==> src/rtl/div3_remainder.sv <==
// div3_remainder: pairs divider quotients with their operands through a FIFO and checks the remainder (optional error counter under DIV3_REM_ERR_COUNT_EN)
module div3_remainder #(
  parameter int DWIDTH = 32,
  parameter int DEPTH  = 16
) (
  input  logic                       clk,
  input  logic                       rst,
  input  logic [DWIDTH-1:0]          i_n,
  input  logic                       i_n_valid,
  input  logic [DWIDTH-1:0]          i_div3,
  input  logic                       i_div3_valid,
  output logic [DWIDTH-1:0]          o_n,
  output logic [DWIDTH-1:0]          o_quot,
  output logic [1:0]                 o_rem,
  output logic                       o_err,
  output logic                       o_valid,
  output logic [$clog2(DEPTH):0]     o_level,
  output logic                       o_overflow,
  output logic                       o_underflow,
  output logic [31:0]                o_err_count
);
  localparam int AW = $clog2(DEPTH);
  localparam int LW = AW + 1;
  localparam logic [LW-1:0] FULL = LW'(DEPTH);
  logic [DWIDTH-1:0] mem_q [DEPTH];
  logic [AW-1:0]     wr_ptr_q, wr_ptr_d, rd_ptr_q, rd_ptr_d;
  logic [LW-1:0]     level_q, level_d;
  logic [DWIDTH-1:0] n_q, n_d, quot_q, quot_d, head;
  logic [DWIDTH+2:0] diff;
  logic [1:0]        rem_q, rem_d;
  logic              err_q, err_d, valid_q, valid_d, ovf_q, ovf_d, udf_q, udf_d;
  logic              rd_en, wr_en, bad;
  // A full FIFO still accepts a write when a read frees a slot in the same cycle; an empty one never bypasses.
  always_comb begin
    rd_en    = i_div3_valid && (level_q != '0);
    wr_en    = i_n_valid && ((level_q != FULL) || rd_en);
    wr_ptr_d = wr_en ? wr_ptr_q + AW'(1) : wr_ptr_q;
    rd_ptr_d = rd_en ? rd_ptr_q + AW'(1) : rd_ptr_q;
    level_d  = level_q + LW'(wr_en) - LW'(rd_en);
    head     = mem_q[rd_ptr_q];
    diff     = {3'b0, head} - {2'b0, i_div3, 1'b0} - {3'b0, i_div3};
    bad      = diff[DWIDTH+2] | (diff > (DWIDTH+3)'(2));
    valid_d  = rd_en;
    n_d      = rd_en ? head : n_q;
    quot_d   = rd_en ? i_div3 : quot_q;
    rem_d    = rd_en ? diff[1:0] : rem_q;
    err_d    = rd_en ? bad : err_q;
    ovf_d    = ovf_q | (i_n_valid & ~wr_en);
    udf_d    = udf_q | (i_div3_valid & ~rd_en);
  end
  // Operand storage; contents need no reset because the level gates every read.
  always_ff @(posedge clk) begin
    if (wr_en) mem_q[wr_ptr_q] <= i_n;
  end
  // Pointers, occupancy, paired outputs and sticky flags.
  always_ff @(posedge clk) begin
    if (rst) begin
      wr_ptr_q <= '0;
      rd_ptr_q <= '0;
      level_q  <= '0;
      n_q      <= '0;
      quot_q   <= '0;
      rem_q    <= '0;
      err_q    <= 1'b0;
      valid_q  <= 1'b0;
      ovf_q    <= 1'b0;
      udf_q    <= 1'b0;
    end else begin
      wr_ptr_q <= wr_ptr_d;
      rd_ptr_q <= rd_ptr_d;
      level_q  <= level_d;
      n_q      <= n_d;
      quot_q   <= quot_d;
      rem_q    <= rem_d;
      err_q    <= err_d;
      valid_q  <= valid_d;
      ovf_q    <= ovf_d;
      udf_q    <= udf_d;
    end
  end
`ifdef DIV3_REM_ERR_COUNT_EN
  logic [31:0] cnt_q, cnt_d;
  // Saturating count of mismatched pairs, visible alongside the matching o_valid.
  always_comb begin
    cnt_d = (rd_en && bad && (cnt_q != '1)) ? cnt_q + 32'd1 : cnt_q;
  end
  // Error counter register.
  always_ff @(posedge clk) begin
    if (rst) cnt_q <= '0;
    else     cnt_q <= cnt_d;
  end
  assign o_err_count = cnt_q;
`else
  assign o_err_count = '0;
`endif
  assign o_n         = n_q;
  assign o_quot      = quot_q;
  assign o_rem       = rem_q;
  assign o_err       = err_q;
  assign o_valid     = valid_q;
  assign o_level     = level_q;
  assign o_overflow  = ovf_q;
  assign o_underflow = udf_q;
endmodule
==> config.mk <==
export PLATFORM = sky130hd
export DESIGN_NAME = div3_remainder
export DESIGN_NICKNAME = d
export VERILOG_FILES = /design/src/rtl/div3_remainder.sv
export SDC_FILE = /design/constraint.sdc
export NUM_CORES = 1
export LEC_CHECK = 0
export CAP_MARGIN = 20
export CORE_AREA = 2 2 203 225
export DETAILED_ROUTE_END_ITERATION = 10
export DIE_AREA = 0 0 205 227
export PLACE_DENSITY = 0.8
export REMOVE_ABC_BUFFERS = 1
export SETUP_SLACK_MARGIN = 0.1
export SYNTH_ARGS = -nofsm -noshare
export SYNTH_HDL_FRONTEND = slang
export SYNTH_SLANG_ARGS = --single-unit
==> constraint.sdc <==
create_clock -name clk -period 15.9 [get_ports clk]
set_clock_uncertainty 0.15 [all_clocks]
set_input_delay 3.18 -clock clk [delete_from_list [all_inputs] [get_ports clk]]
set_output_delay 3.18 -clock clk [all_outputs]
set_load 0.02 [all_outputs]
==> flow_summary.yaml, run 1 <==
cts:
  post_cts_buffers: 0
  cts_htree_levels: 2
  cts_buffer_depth: 3
  clkTransAtPathRegs_ns: 0.06
  cts_tree: "built"
  cts_sinks: 599
  hold_buffers: 0
  cts_buffers: 53
  worstSkewPairLatency_ns: 0.61
  cts_root_buf: "clkbuf_16"
  cts_resized: 0
final_layout:
  fin_area_sq_mm: 0.0301
  final_cell_mix: "edfxtp_1 (512), nand2_1 (180), mux4_2 (160)"
  final.fill_count: 2828
  area_delta_synth_final_pct: 14.4
  final_common_cell: "edfxtp_1"
  drive_gt1_share_pct: 16.5
  layout.nets: 1978
pwr:
  ir_drop_uv: 84.4
  p_per_area_mw_per_mm2: 181
  p_leak_nw: 10.1
placement:
  dpl.hpwl_um: 38300
  finalWeightedCongestion: 1.00
  port_buffers: 142
  pre_cts_slack_ns: 6.27
  place_area_sq_mm: 0.0283
timing:
  rsz0062_at_grt: "no"
  max_slew_margin_pct: 32.8
  clock.fmax_mhz: 110
  setup_viol: 0
  finalSetupTns_ns: 0
  finalCritPeriodShare_pct: 57.0
  worst_slew_pin_slew_ns: 1.01
  timing.final.ws_setup_ns: 6.83
  whs_ns: 0.304
  period_minus_slack_ns: 9.07
  drv_slew: 0
  final_hold_viol_count: 0
critical_path:
  critPathRequiredTime_ns: 16.20
  reg2reg_depth: 25
  critical_path_buf_inv_count: 3
  crit_family: "compound AO/OA/AOI/OAI gates"
  end_kind: "register"
  critPathSlowestCell: "clkdlybuf4s50_1"
  worstPathCellList: "clkdlybuf4s50_1 -> inv_1 -> ha_1 -> nor2b_1 -> o31a_1 -> o22a_2 -> o41ai_2 -> o211ai_2 -> a21oi_1 -> o21ai_0 -> a21oi_1 -> a21oi_1 -> xor2_1 -> ha_1 -> inv_1 -> a2111oi_0 -> o2111ai_1 -> a311o_1 -> a2111oi_2 -> o2111a_1 -> nor4bb_1 -> nor4b_2 -> and3_1 -> a211oi_2"
  crit_top_cell: "a21oi_1"
  cp_slowest_stage_delay_ns: 0.53
  critPathMaxFanout: 4
  cp-start-kind: "input port"
  worst-path-stages: 24
  worst-setup-path-type: "in -> reg"
  crit_arrival_ns: 9.37
floorplan:
  rows: 81
  ios: 175
  initial_core_util_pct: 59.5
  coreArea_sq_mm: 0.0442
  dieArea_sq_mm: 0.0465
  die_y_um: 227
  die_w_um: 205
synthesis:
  synth_fa_ha_area_share_pct: 3.75
  synthDistinctLibCells: 75
  avgSynthCellArea_sq_um: 15.6
  synth_edf_count: 512
  ys_seq_elements: 599
  yosys.area_share.xor_xnor_pct: 1.86
  synth_top_family_by_area: "multiplexers"
  synth-compound-area-share_pct: 6.70
  synth_area_sq_mm: 0.0263
  synth_cells: 1690
  synthArstFlopShare_pct: 0
  yosysSeqAreaShare_pct: 65.1
  yosysTopAreaCell: "edfxtp_1"
  synth_top_flop_cell: "edfxtp_1"
  yosysTopAreaCellShare_pct: 58.5
  yosys_warnings: 0
  yosys.area_share.simple_pct: 5.74
  synth_mux_area_share_pct: 13.8
  synth.area.top_cells: "edfxtp_1 (58%), mux4_2 (14%), dfxtp_1 (6.6%), ha_1 (3.5%), nand2_1 (2.6%)"
global_routing:
  grt_start_max_net_pins: 85
  antenna_found_initial: 5
  grt_pass1_vias: 15981
  grt_overflow_total: 0
  grtUsageTotal_pct: 28.9
  grt_pass1_wl_um: 98100
flow_run:
  cap_violations: 0
route:
  first_iter_violations: 1657
  drcViolationCount: 0
  vias: 15633
  wl_per_cell_um: 26.8
  wirelength_um: 65900
  drt-pass1-iter-count: 5
  ant_nets: 0
  routed_via_density: 6.36
worst_hold_path:
  min_path_type: "reg -> reg"
  hold_depth: 2
outcome:
  status: "completed"
## where the power goes
part	total, mW	leakage, nW	switching (mW)	internal (mW)
Combinational	2.26	3.89	1.31	0.956
Sequential	1.87	5.34	0.0821	1.79
Clock	1.31	0.835	0.580	0.729
Total	5.44	10.1	1.97	3.47
## metal layers
metal  wire length (um)  share of wire (%)  GRT usage (%)  up-vias
li1                   -                  -              -     6778
met1              24400                 37           37.0     7881
met2              33500                 51           49.3      818
met4               2180                3.3           11.3        4
met3               5800                8.8           5.68      152
met5                 25              0.038              0        -
## cell type report
class	instances	area [sq um]	area share [%]
antenna	4	10.0	0.0333
clock buffer	57	1340	4.46
clock inverter	39	408	1.36
inverter	66	248	0.823
multi-input combinational	947	8620	28.6
sequential	599	17100	56.9
tap	581	727	2.41
timing repair buffer	166	1620	5.38
## worst min-delay path: cells and delay by family (launching register included)
kind	cells	cell delay, ns
compound gates	1	0.05
flops	1	0.31
simple gates	1	0.05
## through the flow
step	utilization [%]	cells	power (mW)
global placement	64.1	2358	4.11
global route	68.1	2457	5.72
CTS	68.0	2454	5.45
floorplan	-	1612	3.55
finish	68.1	2459	5.44
detailed placement	64.1	2358	4.13
## kinds of logic (layout without fill, tap and decap cells)
kind of cell	count (synthesis)	count (layout)
DFF	599	599
and+or+nand+nor	342	342
AOI/OAI and AO/OA	277	277
buffers and inverters	175	328
muxes	163	163
adders and majority gates	77	77
xor gates and xnor gates	56	56
other	1	36
## flip-flops by register name, summed over array words and instances, names as in the netlist, named ones only
name         flops
o_rem            2
o_level          5
o_quot          32
rd_ptr_q         4
o_overflow       1
mem_q          512
wr_ptr_q         4
o_valid          1
o_n             32
o_underflow      1
o_err            1
## Yosys cell counts (all sizes together), types with 5 or more instances
| library cell | number |
|---|---|
| a211oi | 15 |
| o21bai | 7 |
| a21oi | 129 |
| dfxtp | 87 |
| nand2 | 180 |
| o211ai | 5 |
| xnor2 | 31 |
| o2111ai | 8 |
| clkbuf | 62 |
| edfxtp | 512 |
| xor2 | 25 |
| nor3 | 10 |
| nor2 | 70 |
| nand4 | 12 |
| buf | 47 |
| nand2b | 13 |
| a31oi | 9 |
| and3 | 9 |
| nand3 | 20 |
| o31ai | 5 |
| o21a | 9 |
| o21ai | 41 |
| ha | 74 |
| nor2b | 8 |
| inv | 66 |
| a21o | 19 |
| mux4 | 160 |
## final timing paths
check,start,endpoint,slack [ns]
hold reg to reg,o_quot[22]$_SDFFE_PP0P_,o_quot[22]$_SDFFE_PP0P_,0.30
setup / recovery,i_div3[1],o_err$_SDFFE_PP0P_,6.83
setup reg to reg,register,o_err$_SDFFE_PP0P_,7.10
hold / removal,o_quot[22]$_SDFFE_PP0P_,o_quot[22]$_SDFFE_PP0P_,0.30
(Power assumes the default switching activity.)
==> inputs of run 2 (changes only) <==
CORE_AREA = 2 2 205 227   (was 2 2 203 225)
DIE_AREA = 0 0 207 229   (was 0 0 205 227)
PLACE_DENSITY = 0.79   (was 0.8)
clock period = 9.1 ns   (was 15.9 ns; I/O delays follow)
==> run 2 against run 1 <==
Net effect: count of clock-buffer cells in the layout grew 3; critical path type is now reg -> reg; combinational power is 76% higher; critical endpoint unchanged; cell count up 0.57%.
==> flow_summary.yaml, run 2 (synthesis results as in run 1) <==
placement:
  port_buffers: 142
  finalWeightedCongestion: 1.02
  dpl.hpwl_um: 37800
  dp_cells: 2367
  pre_cts_slack_ns: 0.901
global_routing:
  grtUsageTotal_pct: 28.6
  grt_pass1_vias: 16151
  grt_overflow_total: 0
  grt_start_max_net_pins: 85
  grt_pass1_wl_um: 101000
  antenna_found_initial: 3
critical_path:
  critPathMaxFanout: 49
  end_kind: "register"
  crit_arrival_ns: 8.38
  worst-setup-path-type: "reg -> reg"
  cp-start-kind: "register"
  critPathRequiredTime_ns: 9.40
final_layout:
  largest_register_ffs: 512
  final_common_cell: "edfxtp_1"
  drive_gt1_share_pct: 17.3
  finalNonFillerCells: 2473
  final.fill_count: 2941
  top_register: "mem_q"
  final_cell_mix: "edfxtp_1 (512), nand2_1 (180), mux4_2 (160)"
  layout.nets: 1981
  area_delta_synth_final_pct: 15.3
pwr:
  total_power_mw: 9.74
  p_leak_nw: 10.2
  p_per_area_mw_per_mm2: 321
  ir_drop_uv: 174
route:
  drcViolationCount: 0
  ant_nets: 0
  vias: 15764
  first_iter_violations: 1666
  routed_via_density: 6.37
  wl_per_cell_um: 27.3
  wirelength_um: 67400
  drt-pass1-iter-count: 5
timing:
  setup_viol: 0
  clock.fmax_mhz: 124
  rsz0062_at_grt: "no"
  worst_slew_pin_slew_ns: 0.969
  final_hold_viol_count: 0
  timing.final.ws_setup_ns: 1.01
  drv_slew: 0
  period_minus_slack_ns: 8.09
  finalCritPeriodShare_pct: 88.9
  max_slew_margin_pct: 35.4
cts:
  cts_root_buf: "clkbuf_16"
  cts_tree: "built"
  worstSkewPairLatency_ns: 0.63
  clkTransAtPathRegs_ns: 0.07
  cts_buffers: 55
  cts_buffer_depth: 3
  cts_sinks: 599
  post_cts_buffers: 0
  hold_buffers: 0
  cts_htree_levels: 2
  cts_resized: 0
floorplan:
  dieArea_sq_mm: 0.0474
  die_w_um: 207
  ios: 175
  die_y_um: 229
  coreArea_sq_mm: 0.0451
  initial_core_util_pct: 58.3
  rows: 82
flow_run:
  cap_violations: 0
worst_hold_path:
  min_path_type: "reg -> reg"
outcome:
  status: "completed"
[run 2: cell count changes in the layout (fill, tap and decap cells not counted), sizes merged]
cell	delta
buf	+1
diode	-1
clkbuf	+3
bufinv	+4
clkinvlp	+3
clkinv	-3
[run 2: critical path, stage by stage (launching register included)]
cell,delay [ns]
dfxtp_4,0.89
buf_12,0.43
mux4_2,0.59
mux4_2,0.50
ha_1,0.38
a21oi_1,0.25
o21ai_0,0.32
o31ai_1,0.67
o211ai_1,0.33
a21o_1,0.25
a21oi_1,0.18
xnor2_1,0.09
ha_1,0.41
nor2b_1,0.07
a2111oi_0,0.48
o2111ai_1,0.19
a311o_1,0.37
a2111oi_2,0.30
o2111a_1,0.23
nor4bb_1,0.25
nor4b_2,0.25
and3_1,0.20
a211oi_2,0.07
[run 2: layout make-up]
type | instances | area, sq um | area share (%)
inverters | 66 | 248 | 0.817
clock inverters | 43 | 571 | 1.88
diodes | 3 | 7.51 | 0.0247
flip-flops and latches | 599 | 17100 | 56.5
well taps | 588 | 736 | 2.43
repair buffers | 167 | 1630 | 5.38
multi-input cells | 947 | 8620 | 28.4
clock buffers | 60 | 1400 | 4.60
[run 2: metal layers]
layer  track usage (%)  up-vias  part of all wire [%]
met2              49.1      839                    51
met4              11.6        4                   4.0
met5                 0        -                 0.040
met1              35.8     7966                    37
li1                  -     6777                     -
met3              6.05      178                   8.5
[run 2: stage by stage]
step	instance area (sq um)	TNS [ns]	util, %	hold WS, ns
floorplan	25900	-2.15	-	0.310
global placement	28400	0	62.8	0.291
detailed placement	28400	0	62.8	0.296
CTS	30300	0	67.2	0.305
global route	30300	0	67.2	0.324
finish	30300	0	67.2	0.303
[run 2: report_power, final]
group	internal (mW)	leakage (nW)	switching (mW)
Clock	1.44	0.927	1.06
Sequential	3.12	5.34	0.143
Combinational	1.67	3.90	2.31
[run 2: final timing paths]
kind	to	cells past startpoint	startpoint	slack (ns)
hold reg to reg	o_quot[12]$_SDFFE_PP0P_	2	o_quot[12]$_SDFFE_PP0P_	0.30
setup reg to reg	o_err$_SDFFE_PP0P_	22	register	1.01
setup / recovery	o_err$_SDFFE_PP0P_	22	register	1.01
hold / removal	o_quot[12]$_SDFFE_PP0P_	2	o_quot[12]$_SDFFE_PP0P_	0.30
==> inputs of run 3 (changes only) <==
CTS_BUF_LIST = sky130_fd_sc_hd__clkbuf_4 sky130_fd_sc_hd__clkbuf_8 sky130_fd_sc_hd__clkbuf_16   (was not set)
==> run 3 against run 2 <==
Net effect: combinational power is essentially flat; clock power is essentially flat; sequential cell count is the same; count of clock-buffer cells in the layout is the same; register-to-register slack is essentially flat; setup slack lost 0.0043 ns; sequential power is essentially flat; critical endpoint unchanged; final area is essentially flat; core utilization is essentially flat; largest power group unchanged; cell count is essentially flat; wire length is essentially flat.
==> flow_summary.yaml, run 3 (synthesis results as in run 1) <==
critical_path:
  reg2reg_depth: 22
  crit_arrival_ns: 8.38
  worst-setup-path-type: "reg -> reg"
  cp-start-kind: "register"
  rrSetupSlack_ns: 1.01
  critPathMaxFanout: 49
  end_kind: "register"
  critPathRequiredTime_ns: 9.39
  regToRegEndpoint: "o_err$_SDFFE_PP0P_"
  critPathCapture: "o_err$_SDFFE_PP0P_"
cts:
  worstSkewPairLatency_ns: 0.62
  cts_htree_levels: 2
  cts_tree: "built"
  cts_resized: 0
  hold_buffers: 0
  cts_root_buf: "clkbuf_16"
  cts_sinks: 599
  cts_buffers: 55
  cts_buffer_depth: 3
  post_cts_buffers: 0
  clkTransAtPathRegs_ns: 0.07
placement:
  finalWeightedCongestion: 1.02
  dpl.hpwl_um: 37800
  port_buffers: 142
  dp_cells: 2367
  place_area_sq_mm: 0.0284
timing:
  clock.fmax_mhz: 124
  setup_viol: 0
  max_slew_margin_pct: 35.5
  final_hold_viol_count: 0
  worst_slew_pin_slew_ns: 0.967
  period_minus_slack_ns: 8.09
  finalCritPeriodShare_pct: 88.9
  whs_ns: 0.304
  rsz0062_at_grt: "no"
  drv_slew: 0
route:
  vias: 15727
  routed_via_density: 6.36
  wirelength_um: 67400
  drcViolationCount: 0
  ant_nets: 0
  first_iter_violations: 1823
  drt-pass1-iter-count: 6
  wl_per_cell_um: 27.3
floorplan:
  coreArea_sq_mm: 0.0451
  initial_core_util_pct: 58.3
  dieArea_sq_mm: 0.0474
  ios: 175
  die_w_um: 207
  rows: 82
  die_y_um: 229
pwr:
  p_comb_share_pct: 40.8
  p_leak_nw: 10.2
  clkPwrFrac_pct: 25.7
  ir_drop_uv: 238
  p_per_area_mw_per_mm2: 322
  p_int_mw: 6.25
  pwr-share-seq_pct: 33.5
  p_switching_mw: 3.51
  swShare_pct: 36.0
final_layout:
  top_register: "mem_q"
  finalNonFillerCells: 2472
  drive_gt1_share_pct: 17.5
  fin_area_sq_mm: 0.0304
  layout.nets: 1981
  utilization_pct: 67.2
  final_common_cell: "edfxtp_1"
  final.fill_count: 2900
  area_delta_synth_final_pct: 15.4
  final_cell_mix: "edfxtp_1 (512), nand2_1 (180), mux4_2 (160)"
  largest_register_ffs: 512
global_routing:
  grt_pass1_wl_um: 100000
  grtUsageTotal_pct: 28.5
  antenna_found_initial: 4
  grt_overflow_total: 0
  grt_pass1_vias: 15912
  grt_start_max_net_pins: 85
worst_hold_path:
  hold_depth: 2
  min_path_type: "reg -> reg"
  worstHoldStart: "o_quot[12]$_SDFFE_PP0P_"
outcome:
  status: "completed"
flow_run:
  cap_violations: 0
==> run 3: cell types whose count changed in the layout (fill, tap and decap cells not counted), sizes merged <==
cell,delta
diode,-1
==> run 3: worst min path at each step <==
stage | endpoint
after floorplan | register
after global placement | o_quot[13]$_SDFFE_PP0P_
after detailed placement | o_quot[14]$_SDFFE_PP0P_
after CTS | o_quot[14]$_SDFFE_PP0P_
after global routing | o_quot[17]$_SDFFE_PP0P_
final | o_quot[12]$_SDFFE_PP0P_
==> run 3: per-stage QoR <==
step	TNS, ns	power, mW	setup WS [ns]
floorplan	-2.15	6.21	-2.15
global placement	0	7.17	1.03
detailed placement	0	7.22	0.901
CTS	0	9.75	1.01
global route	0	10.2	0.437
finish	0	9.77	1.01
==> run 3: area by class of cell <==
type                    count  area [sq um]  area share [%]
flip-flops and latches    599         17100            56.4
multi-input cells         947          8620            28.4
repair buffers            167          1630            5.38
clock buffers              60          1410            4.66
well taps                 588           736            2.42
clock inverters            43           571            1.88
inverters                  66           248           0.816
diodes                      2          5.00          0.0165
==> run 3: power groups by stage <==
stage	logic [mW]	registers (mW)	clock network, mW
2_1_floorplan	2.72	3.49	0
3_3_place_gp	3.85	3.32	0
3_5_place_dp	3.89	3.33	0
6_report	3.99	3.27	2.51
4_1_cts	3.94	3.27	2.54
5_1_grt	4.28	3.29	2.63
==> run 3: routing by layer <==
| metal | GRT usage [%] | up-vias | routed length [um] |
|---|---|---|---|
| li1 | - | 6774 | - |
| met1 | 36.2 | 7859 | 24900 |
| met2 | 48.1 | 913 | 34000 |
| met3 | 5.84 | 175 | 5850 |
| met4 | 11.9 | 6 | 2680 |
| met5 | 0 | - | 32 |
==> run 3: critical path: stages, from the launching register on <==
cell and delay [ns]:
dfxtp_4 0.92, buf_12 0.45, mux4_2 0.58, mux4_2 0.50
ha_1 0.37, a21oi_1 0.27, o21ai_0 0.30, o31ai_1 0.66
o211ai_1 0.33, a21o_1 0.25, a21oi_1 0.18, xnor2_1 0.09
ha_1 0.41, nor2b_1 0.07, a2111oi_0 0.49, o2111ai_1 0.18
a311o_1 0.37, a2111oi_2 0.31, o2111a_1 0.23, nor4bb_1 0.25
nor4b_2 0.25, and3_1 0.20, a211oi_2 0.06
